--- src/rtl/iob_mem_loader_pkg.sv ---
// Shared types and helpers for the byte-stream memory loader.
// Holds the FSM state encoding and the per-word byte geometry derivations.
package iob_mem_loader_pkg;

    typedef enum logic [1:0] {
        ST_IDLE    = 2'd0,
        ST_COLLECT = 2'd1,
        ST_WRITE   = 2'd2,
        ST_DONE    = 2'd3
    } state_e;

    function automatic int bytes_per_word(input int data_w);
        return data_w / 8;
    endfunction

    // A single-byte word still needs a one-bit counter to stay a legal vector.
    function automatic int byte_cnt_w(input int nb);
        return (nb > 1) ? $clog2(nb) : 1;
    endfunction

endpackage

--- src/rtl/iob_word_assembler.sv ---
// Little-endian byte-lane assembler: byte k of a word lands in bits [8k+7:8k].
// word_full_o flags that the next loaded byte completes the current word.
module iob_word_assembler
    import iob_mem_loader_pkg::*;
#(
    parameter int DATA_W = 32
) (
    input  logic              clk,
    input  logic              rst_n,
    input  logic              clr_i,
    input  logic              load_i,
    input  logic [7:0]        byte_i,
    output logic [DATA_W-1:0] word_o,
    output logic              word_full_o
);

    localparam int NB = bytes_per_word(DATA_W);
    localparam int CW = byte_cnt_w(NB);

    logic [CW-1:0]     cnt_q;
    logic [CW-1:0]     cnt_d;
    logic [DATA_W-1:0] word_q;
    logic [DATA_W-1:0] word_d;
    logic              last_s;

    assign last_s      = (cnt_q == CW'(NB - 1));
    assign word_full_o = last_s;
    assign word_o      = word_q;

    // Next-state for lane counter and assembly register; clear wins over load.
    always_comb begin
        cnt_d  = cnt_q;
        word_d = word_q;
        if (clr_i) begin
            cnt_d  = '0;
            word_d = '0;
        end else if (load_i) begin
            for (int k = 0; k < NB; k++) begin
                if (cnt_q == CW'(k)) begin
                    word_d[8*k +: 8] = byte_i;
                end else begin
                    word_d[8*k +: 8] = word_q[8*k +: 8];
                end
            end
            cnt_d = last_s ? '0 : cnt_q + CW'(1);
        end else begin
            cnt_d  = cnt_q;
            word_d = word_q;
        end
    end

    // Lane counter and assembly register.
    always_ff @(posedge clk or negedge rst_n) begin
        if (!rst_n) begin
            cnt_q  <= '0;
            word_q <= '0;
        end else begin
            cnt_q  <= cnt_d;
            word_q <= word_d;
        end
    end

endmodule

--- src/rtl/iob_mem_loader.sv ---
// Byte-stream loader: assembles little-endian words and writes them to a memory
// write port at consecutive (wrapping) addresses starting from a latched base.
module iob_mem_loader
    import iob_mem_loader_pkg::*;
#(
    parameter int DATA_W = 32,
    parameter int ADDR_W = 11
) (
    input  logic              clk,
    input  logic              rst_n,
    input  logic              start,
    input  logic              abort,
    input  logic [ADDR_W-1:0] base_addr,
    input  logic [ADDR_W:0]   len,
    input  logic              byte_valid,
    input  logic [7:0]        byte_data,
    output logic              byte_ready,
    output logic              w_en,
    output logic [ADDR_W-1:0] w_addr,
    output logic [DATA_W-1:0] w_data,
    output logic              busy,
    output logic              done
);

    localparam int LW = ADDR_W + 1;

    state_e            state_q;
    state_e            state_d;
    logic [ADDR_W-1:0] addr_q;
    logic [ADDR_W-1:0] addr_d;
    logic [LW-1:0]     wcnt_q;
    logic [LW-1:0]     wcnt_d;
    logic [LW-1:0]     len_q;
    logic [LW-1:0]     len_d;

    logic              start_ok_s;
    logic              accept_s;
    logic              asm_clr_s;
    logic              word_full_s;
    logic [DATA_W-1:0] word_s;

    assign start_ok_s = (state_q == ST_IDLE) && start && !abort;
    assign accept_s   = (state_q == ST_COLLECT) && byte_valid;
    assign asm_clr_s  = start_ok_s || abort;

    iob_word_assembler #(
        .DATA_W (DATA_W)
    ) u_asm (
        .clk         (clk),
        .rst_n       (rst_n),
        .clr_i       (asm_clr_s),
        .load_i      (accept_s),
        .byte_i      (byte_data),
        .word_o      (word_s),
        .word_full_o (word_full_s)
    );

    // Outputs decode registered state only, so no input reaches them combinationally.
    assign byte_ready = (state_q == ST_COLLECT);
    assign w_en       = (state_q == ST_WRITE);
    assign busy       = (state_q != ST_IDLE);
    assign done       = (state_q == ST_DONE);
    assign w_addr     = addr_q;
    assign w_data     = word_s;

    // FSM next-state plus address/word-count bookkeeping; abort overrides all.
    always_comb begin
        state_d = state_q;
        addr_d  = addr_q;
        wcnt_d  = wcnt_q;
        len_d   = len_q;
        if (abort) begin
            state_d = ST_IDLE;
        end else begin
            case (state_q)
                ST_IDLE: begin
                    if (start) begin
                        addr_d  = base_addr;
                        len_d   = len;
                        wcnt_d  = '0;
                        state_d = (len == '0) ? ST_DONE : ST_COLLECT;
                    end else begin
                        state_d = ST_IDLE;
                    end
                end
                ST_COLLECT: begin
                    if (accept_s && word_full_s) begin
                        state_d = ST_WRITE;
                    end else begin
                        state_d = ST_COLLECT;
                    end
                end
                ST_WRITE: begin
                    addr_d = addr_q + ADDR_W'(1);
                    wcnt_d = wcnt_q + LW'(1);
                    if (wcnt_d == len_q) begin
                        state_d = ST_DONE;
                    end else begin
                        state_d = ST_COLLECT;
                    end
                end
                ST_DONE: begin
                    state_d = ST_IDLE;
                end
                default: begin
                    state_d = ST_IDLE;
                end
            endcase
        end
    end

    // State, address, word-count and length registers.
    always_ff @(posedge clk or negedge rst_n) begin
        if (!rst_n) begin
            state_q <= ST_IDLE;
            addr_q  <= '0;
            wcnt_q  <= '0;
            len_q   <= '0;
        end else begin
            state_q <= state_d;
            addr_q  <= addr_d;
            wcnt_q  <= wcnt_d;
            len_q   <= len_d;
        end
    end

endmodule

--- config.mk ---
export PLATFORM = sky130hd
export DESIGN_NAME = iob_mem_loader
export DESIGN_NICKNAME = d
export VERILOG_FILES = /design/src/rtl/iob_mem_loader_pkg.sv /design/src/rtl/iob_word_assembler.sv /design/src/rtl/iob_mem_loader.sv
export SDC_FILE = /design/constraint.sdc
export NUM_CORES = 1
export LEC_CHECK = 0
export BUFFER_PORTS_ARGS = -buffer_cell sky130_fd_sc_hd__buf_4
export CORE_ASPECT_RATIO = 1.2
export CORE_MARGIN = 2
export CORE_UTILIZATION = 50
export DETAILED_ROUTE_END_ITERATION = 10
export GPL_TIMING_DRIVEN = 0
export HOLD_SLACK_MARGIN = 0.1
export PLACE_DENSITY = 0.72
export RECOVER_POWER = 100
export SLEW_MARGIN = 0
export SYNTH_ARGS = -nofsm -noshare
export SYNTH_HDL_FRONTEND = slang
export SYNTH_SLANG_ARGS = --single-unit
--- constraint.sdc ---
create_clock -name clk -period 2.7 [get_ports clk]
set_input_delay 0.135 -clock clk [delete_from_list [all_inputs] [get_ports clk]]
set_output_delay 0.135 -clock clk [all_outputs]
set_load 0.1 [all_outputs]
==> results of run 1 <==
registers in the layout, summed over array words and instances, names as in the netlist:
name,count
state_q,2
u_asm.cnt_q,2
len_q,12
w_addr,11
wcnt_q,12
u_asm.word_o,32
per-stage QoR:
stage                     cell area, µm²  util (%)  instances
after CTS                           4843     70.24        619
after detailed placement            4325     62.73        571
after global routing                4654     67.50        619
final                               4654     67.50        619
after floorplan                     3601         -        402
after global placement              4325     62.73        571
logic make-up (layout without fill, tap and decap cells):
logic type                 Yosys count  count (layout)  share of synthesized area, %
AOI/OAI and AO/OA                  100             100                         15.75
xor gates and xnor gates            18              18                         4.381
adders and majority gates            7               7                         2.434
buffers and inverters               26             156                         2.886
DFF                                 71              71                         49.37
muxes                               15              15                         4.624
and+or+nand+nor                    165             165                         20.55
metal layers:
| layer | vias up | track usage, % | wire length [µm] |
|---|---|---|---|
| li1 | 1652 | - | - |
| met1 | 1662 | 31.73 | 3965 |
| met2 | 130 | 44.26 | 4883 |
| met3 | 29 | 5.504 | 542 |
| met4 | 0 | 10.82 | 310 |
| met5 | - | 0 | 0 |
cells in the final DEF (no fill, tap or decap), drive strengths merged, types with 2 or more instances in the layout:
cell type,n
nand3,14
a21oi,51
nand2b,3
nand4,6
o22ai,9
inv,6
o21ai,22
nand2,94
nor4,4
xnor2,13
mux2,13
nor2,17
mux2i,2
o31ai,5
or2,3
xor2,5
a22o,2
or3,3
a31oi,2
and3,7
and2,3
buf,37
clkinv,3
dlygate4sd3,32
dfrtp,71
ha,7
clkbuf,75
nor3,5
nor2b,3
clkinvlp,2
worst max-delay path by stage:
| stage | endpoint | slack [ps] | cells past startpoint |
|---|---|---|---|
| 2_1_floorplan | state_q[1] | 440 | 6 |
| 3_3_place_gp | state_q[1] | 570 | 6 |
| 3_5_place_dp | state_q[1] | 570 | 6 |
| 4_1_cts | state_q[1] | 540 | 6 |
| 5_1_grt | busy | 270 | 3 |
| 6_report | busy | 360 | 3 |
cells in the mapped netlist (all sizes together) (2+ instances only):
cell type / n / area [µm²]
a21oi: 51 / 255.2
a22o: 2 / 17.52
a31oi: 2 / 12.51
and2: 3 / 18.77
and3: 7 / 43.79
buf: 8 / 36.28
clkbuf: 12 / 45.04
dfrtp: 71 / 1777
ha: 7 / 87.58
inv: 6 / 22.52
mux2: 13 / 146.4
mux2i: 2 / 20.02
nand2: 94 / 352.8
nand2b: 3 / 18.77
nand3: 14 / 70.07
nand4: 6 / 37.54
nor2: 17 / 63.81
nor2b: 3 / 18.77
nor3: 5 / 25.02
nor4: 4 / 25.02
o21ai: 22 / 110.1
o22ai: 9 / 56.30
o31ai: 5 / 42.54
or2: 3 / 18.77
or3: 3 / 18.77
xnor2: 13 / 113.9
xor2: 5 / 43.79
area by class of cell:
| cell class | instances | area share, % |
|---|---|---|
| multi-input cells | 305 | 36.91 |
| clock inverters | 6 | 1.290 |
| plain buffers | 20 | 1.640 |
| flip-flops and latches | 71 | 38.17 |
| repair buffers | 114 | 16.21 |
| inverters | 6 | 0.4839 |
| clock buffers | 10 | 2.957 |
| well taps | 87 | 2.339 |
critical path: stages (launching register included):
cell and delay (ps):
dfrtp_1 390, clkbuf_1 320, or2_0 250, clkbuf_1 890
what timing repair did:
action,in CTS,in global routing
hold buffers,32,0
endpoints found under the hold margin,126,0
gates resized for setup,0,0
power by group through the flow:
| stage | registers [µW] | clock network [µW] | logic, µW |
|---|---|---|---|
| detailed placement | 1220 | 0 | 627 |
| floorplan | 1440 | 0 | 219 |
| global placement | 1220 | 0 | 618 |
| CTS | 1200 | 870 | 665 |
| finish | 1200 | 859 | 635 |
| global route | 1210 | 924 | 679 |
==> impl_metrics.yaml, run 1 <==
worst_hold_path:
  min-delay-start: "base_addr[8]"
  hold_path.class: "in2reg"
  min_to: "w_addr[8]"
  holdPathStages: 3
place:
  dp_slack_ps: 566.9
  portBuffers: 82
  dp_hpwl_mm: 6.774
  place_congestion: 0.8990
floorplanning:
  design.core.area_um2: 6895
  die_w_um: 81.45
  io_pins: 83
  die_h_um: 96.93
  dieArea_um2: 7894
  initial_core_util_pct: 52.19
  placement_rows: 33
setup_path:
  setup.worst_path.class: "reg2out"
  r2r_slack_ps: 530
  worstReg2RegStart: "wcnt_q[0]"
  worst_setup_path_end_kind: "output pin"
  path_max_fanout: 10
  crit_required_ps: 2570
  startpoint: "state_q[1]"
  cp.arrival_ps: 2200
  r2r_cells: 6
  cp-start-kind: "flop"
  rr_endpoint: "state_q[1]"
finish:
  regArea_um2: 1777
  diodes: 0
  fillers: 600
  nets: 570
  multi_input_comb_area_um2: 1718
  syn_to_final_growth_pct: 29.35
  drive_gt1_share_pct: 11.84
clocking:
  cts.sinks: 71
  clk_pin_slew_ps: 70
  cts_buffers: 9
  cts_root_buf: "clkbuf_8"
  cts_tree: "built"
  cts_max_path_buffers: 2
  clock_latency_ps: 350
  cts_max_level: 3
  post-cts-setup-buffers: 0
timing:
  layout_setup_ws_ps: 361.5
  hold_slack_ps: 106.3
  setup_viol: 0
  slew_violations: 72
  worstMarginPinSlew_ps: 1717
  period_minus_slack_ps: 2338
  finalHoldViolations: 0
  setup_tns_ps: 0
  maxSlewHeadroom_pct: -14.48
  rsz0062_at_grt: "no"
  skew_ps: 5.138
  max_freq_ghz: 0.4276
  post-route-period-util_pct: 86.61
route:
  drc: 0
  ant_nets: 0
  wire_per_inst_um: 15.67
  dr.first_iter.drc_count: 280
  avgViaCountPerCell: 5.611
  routed_wl_mm: 9.701
  drtPass1Iterations: 6
  vias: 3473
grt:
  grt_max_degree: 72
  grt_pass1_wl_mm: 16.09
  track_usage_pct: 26.19
  overflow: 0
  antenna_found_initial: 0
  first_global_vias: 3427
power_and_ir_drop:
  comb_power_share_pct: 23.5
  power_density_nw_per_um2: 579.0
  sw_frac_of_total_pct: 34.39
  p_clk_share_pct: 31.9
  pwr-share-seq_pct: 44.6
  p_total_uw: 2695
  p_int_uw: 1768
  p_switching_uw: 926.8
  power.leakage_uw: 0.001920
  vdd_drop_max_v: 0.0003878
synth:
  synthDistinctLibCells: 44
  postSynthAreaPerCell_um2: 8.951
  synth_edf_count: 0
  yosys_warnings: 0
  syn_nets: 445
  synth-seq-area-share_pct: 49.37
  synthArstFlopShare_pct: 100.0
  synth-seq-cells: 71
  syn-cell-area_um2: 3598
  syn_inst: 402
  synth_ff_type: "dfrtp_1"
status:
  violations: "capacitance limit, slew limit"
  status: "complete, but fails checks"
job:
  cap_violations: 1
(Power assumes the default switching activity.)
==> inputs of run 2 (changes only) <==
clock period = 2.4 ns   (was 2.7 ns; I/O delays follow)
==> impl_metrics.yaml, run 2 (same netlist as run 1, synthesis figures left out) <==
status:
  status: "complete, but fails checks"
  violations: "capacitance limit, slew limit"
grt:
  grt_max_degree: 72
  first_global_vias: 3431
  track_usage_pct: 26.35
  grt.met2_usage_pct: 43.82
  grt_pass1_wl_mm: 16.15
  globalRouteMet1Util_pct: 31.91
  gr-usage-met3_pct: 5.690
  globalRoute.busiestLayer: "met2"
  overflow: 0
  antenna_found_initial: 0
power_and_ir_drop:
  pwr-share-seq_pct: 44.5
  sw_frac_of_total_pct: 34.36
  comb_power_share_pct: 23.6
  power_density_nw_per_um2: 649.7
  p_switching_uw: 1042
  p_clk_share_pct: 31.8
  power.leakage_uw: 0.001937
  vdd_drop_max_v: 0.0004354
  p_int_uw: 1991
setup_path:
  crit_required_ps: 2610
  setup.worst_path.class: "reg2reg"
  worst_setup_path_end_kind: "flop"
  path_max_fanout: 10
  cp-start-kind: "flop"
  cp.arrival_ps: 2380
timing:
  maxSlewHeadroom_pct: -14.71
  slew_violations: 72
  post-route-period-util_pct: 90.53
  skew_ps: 5.820
  setup_viol: 0
  max_freq_ghz: 0.4602
  period_minus_slack_ps: 2173
  worstMarginPinSlew_ps: 1721
  setup_tns_ps: 0
  finalHoldViolations: 0
  rsz0062_at_grt: "no"
  hold_slack_ps: 153.5
route:
  ant_nets: 0
  dr.first_iter.drc_count: 230
  routed_wl_mm: 9.719
  vias: 3509
  wire_per_inst_um: 15.68
  drtPass1Iterations: 5
  avgViaCountPerCell: 5.660
  drc: 0
clocking:
  post-cts-setup-buffers: 0
  cts.sinks: 71
  cts-resized-gates: 0
  cts_max_level: 3
  cts_tree: "built"
  clock_latency_ps: 350
  cts_max_path_buffers: 2
  clk_pin_slew_ps: 70
  cts_root_buf: "clkbuf_8"
  cts_buffers: 9
finish:
  drive_gt1_share_pct: 12.57
  mostFrequentLayoutCells: "nand2_1 (94), dfrtp_1 (71), clkbuf_1 (59)"
  diodes: 0
  syn_to_final_growth_pct: 29.76
  fillers: 597
  layout_commonest_cell: "nand2_1"
  fin_area_um2: 4669
  largest_register_ffs: 32
  nets: 571
floorplanning:
  die_h_um: 96.93
  initial_core_util_pct: 52.19
  placement_rows: 33
  die_w_um: 81.45
  dieArea_um2: 7894
  design.core.area_um2: 6895
  io_pins: 83
job:
  cap_violations: 1
place:
  place_congestion: 0.8990
  portBuffers: 82
  dp_hpwl_mm: 6.774
  place_area_um2: 4325
worst_hold_path:
  hold_path.class: "in2reg"
## run 2: what timing repair did
| action | CTS | global route |
|---|---|---|
| hold endpoints to repair | 127 | 0 |
| hold buffers | 33 | 0 |
| endpoints found under the setup margin | 0 | 0 |
## run 2: area by class of cell
cell class                      instances  area [µm²]  share of cell area (%)
Tap cell                               87       108.9                   2.331
Clock inverter                          6       60.06                   1.286
Multi-Input combinational cell        305        1718                   36.79
Clock buffer                           10       137.6                   2.947
Buffer                                 20       77.57                   1.661
Inverter                                6       22.52                  0.4823
Sequential cell                        71        1777                   38.05
Timing Repair Buffer                  115       768.2                   16.45
## run 2: worst paths after layout
path	from	slack, ps	depth (start not counted)	end
worst max-delay path	state_q[1]	230	7	u_asm.word_o[1]
min in group asynchronous	rst_n	750	2	w_addr[6]
worst min-delay path	base_addr[2]	150	4	w_addr[2]
max in group asynchronous	rst_n	620	2	len_q[4]
worst max register to register	state_q[1]	230	7	u_asm.word_o[1]
worst min register to register	len_q[8]	520	1	len_q[8]
## run 2: power groups by stage
stage | logic (µW) | registers [µW] | clock network, µW
global route | 767 | 1360 | 1040
floorplan | 247 | 1620 | 0
finish | 717 | 1350 | 965
CTS | 749 | 1350 | 979
detailed placement | 706 | 1370 | 0
global placement | 695 | 1370 | 0
## run 2: per-layer routing
| layer | part of all wire (%) | up-vias |
|---|---|---|
| li1 | - | 1652 |
| met4 | 3.8 | 0 |
| met5 | 0 | - |
| met3 | 6.2 | 35 |
| met1 | 40 | 1666 |
| met2 | 50 | 156 |
## run 2: through the flow
stage	utilization (%)	power [µW]	setup slack, ps	std cells
final	67.72	3034	227.2	620
after global routing	67.72	3170	23.28	620
after CTS	70.39	3079	239.9	620
after detailed placement	62.73	2080	266.9	571
after global placement	62.73	2066	269.1	571
after floorplan	-	1866	142.3	402
## run 2: critical path, cell delays in order (launching register included)
cell,delay (ps)
dfrtp_1,410
clkbuf_1,220
or2_0,320
nor2_1,190
or2_1,130
clkbuf_1,260
clkbuf_1,400
a21oi_1,110
==> inputs of run 3 (changes only) <==
clock period = 2.28 ns   (was 2.4 ns; I/O delays follow)
==> impl_metrics.yaml, run 3 (same netlist as run 1, synthesis figures left out) <==
status:
  status: "complete, but fails checks"
  violations: "capacitance limit, slew limit"
finish:
  syn_to_final_growth_pct: 30.11
  largest_register_ffs: 32
  mostFrequentLayoutCells: "nand2_1 (94), dfrtp_1 (71), clkbuf_1 (56)"
  fillers: 593
  drive_gt1_share_pct: 13.32
  layout_commonest_cell: "nand2_1"
  diodes: 0
  multi_input_comb_area_um2: 1724
  regArea_um2: 1777
  nets: 571
setup_path:
  r2r_slack_ps: 140
  worstPathCellList: "ha_1 -> xor2_1 -> or3_1 -> a311oi_2 -> o2111ai_1 -> o31ai_2"
  worstReg2RegStart: "wcnt_q[0]"
  cp.arrival_ps: 2410
  r2r_cells: 6
  worst_setup_path_end_kind: "flop"
  max_stage_delay_ps: 490
  cp-start-kind: "flop"
  setup.worst_path.class: "reg2reg"
  path_max_fanout: 8
  path_buf_inv: 0
  rr_endpoint: "state_q[1]"
  crit_family: "compound AO/OA/AOI/OAI gates"
  crit_required_ps: 2550
  critPathSlowestCell: "dfrtp_1"
timing:
  finalHoldViolations: 0
  setup_viol: 0
  skew_ps: 6.571
  worstMarginPinSlew_ps: 1731
  period_minus_slack_ps: 2142
  rsz0062_at_grt: "no"
  maxSlewHeadroom_pct: -15.42
  max_freq_ghz: 0.4668
  setup_tns_ps: 0
  post-route-period-util_pct: 93.96
  slew_violations: 72
  layout_setup_ws_ps: 137.7
floorplanning:
  die_w_um: 81.45
  initial_core_util_pct: 52.19
  placement_rows: 33
  die_h_um: 96.93
  design.core.area_um2: 6895
  dieArea_um2: 7894
  io_pins: 83
route:
  drc: 0
  drtPass1Iterations: 5
  dr.first_iter.drc_count: 228
  wire_per_inst_um: 15.69
  ant_nets: 0
  routed_wl_mm: 9.730
  avgViaCountPerCell: 5.632
  vias: 3492
clocking:
  cts_max_path_buffers: 2
  cts.sinks: 71
  cts_buffers: 9
  cts_tree: "built"
  cts_max_level: 3
  clock_latency_ps: 350
  cts_root_buf: "clkbuf_8"
  clk_pin_slew_ps: 70
worst_hold_path:
  min_to: "w_addr[2]"
  hold_path.class: "in2reg"
  holdPathStages: 4
  min-delay-start: "base_addr[2]"
place:
  dp_slack_ps: 146.9
  place_congestion: 0.8990
  portBuffers: 82
  dp_hpwl_mm: 6.774
grt:
  track_usage_pct: 26.35
  grt_pass1_wl_mm: 16.15
  first_global_vias: 3431
  overflow: 0
  grt_max_degree: 72
  antenna_found_initial: 0
power_and_ir_drop:
  pwr-share-seq_pct: 44.5
  comb_power_share_pct: 23.7
  p_int_uw: 2097
  power_density_nw_per_um2: 682.6
  vdd_drop_max_v: 0.0004597
  p_switching_uw: 1099
  p_clk_share_pct: 31.8
  power.leakage_uw: 0.001946
  sw_frac_of_total_pct: 34.39
job:
  cap_violations: 1
run 3: how the worst max path moves through the flow:
stage | from | end | slack (ps) | cells after the start
finish | wcnt_q[0] | state_q[1] | 140 | 6
global route | state_q[0] | state_q[0] | 9 | 5
CTS | wcnt_q[0] | state_q[1] | 120 | 6
detailed placement | wcnt_q[0] | state_q[1] | 150 | 6
global placement | wcnt_q[0] | state_q[1] | 150 | 6
floorplan | state_q[0] | state_q[1] | 20 | 6
run 3: power by group through the flow:
stage	Combinational (µW)	Clock (µW)	Sequential, µW
after floorplan	260	0	1700
after global placement	732	0	1440
after detailed placement	743	0	1450
after CTS	789	1030	1420
after global routing	809	1090	1440
final	757	1020	1420
run 3: area by class of cell:
class | count | share of cell area [%]
sequential | 71 | 37.95
multi-input combinational | 305 | 36.83
timing repair buffer | 115 | 16.46
clock buffer | 10 | 2.940
tap | 87 | 2.325
buffer | 20 | 1.737
clock inverter | 6 | 1.283
inverter | 6 | 0.4810
run 3: tightest hold or removal path, cell delays in order:
cell     delay (ps)
buf_4            80
or3_1            80
o21ai_0          60
a21oi_1         120
run 3: per-stage QoR:
step | util [%] | std cells | total power, µW | instance area, µm² | hold WS (ps)
finish | 67.90 | 620 | 3196 | 4682 | 146.2
global route | 67.90 | 620 | 3339 | 4682 | 170.1
floorplan | - | 402 | 1965 | 3601 | -181.6
detailed placement | 62.73 | 571 | 2190 | 4325 | 293.9
CTS | 70.39 | 620 | 3241 | 4853 | 135.0
global placement | 62.73 | 571 | 2174 | 4325 | 292.7
run 3: routing by layer:
metal | wire length (µm) | up-vias | track usage (%)
met1 | 3931 | 1667 | 31.91
met2 | 4899 | 139 | 43.82
met3 | 541 | 33 | 5.690
met4 | 357 | 0 | 12.13
li1 | - | 1653 | -
met5 | 0 | - | 0
run 3: what timing repair did:
| item | CTS | global route |
|---|---|---|
| setup buffers | 0 | 0 |
| gates resized for setup | 0 | 1 |
| endpoints found under the hold margin | 127 | 0 |
| hold buffers | 33 | 0 |
| endpoints found under the setup margin | 0 | 1 |
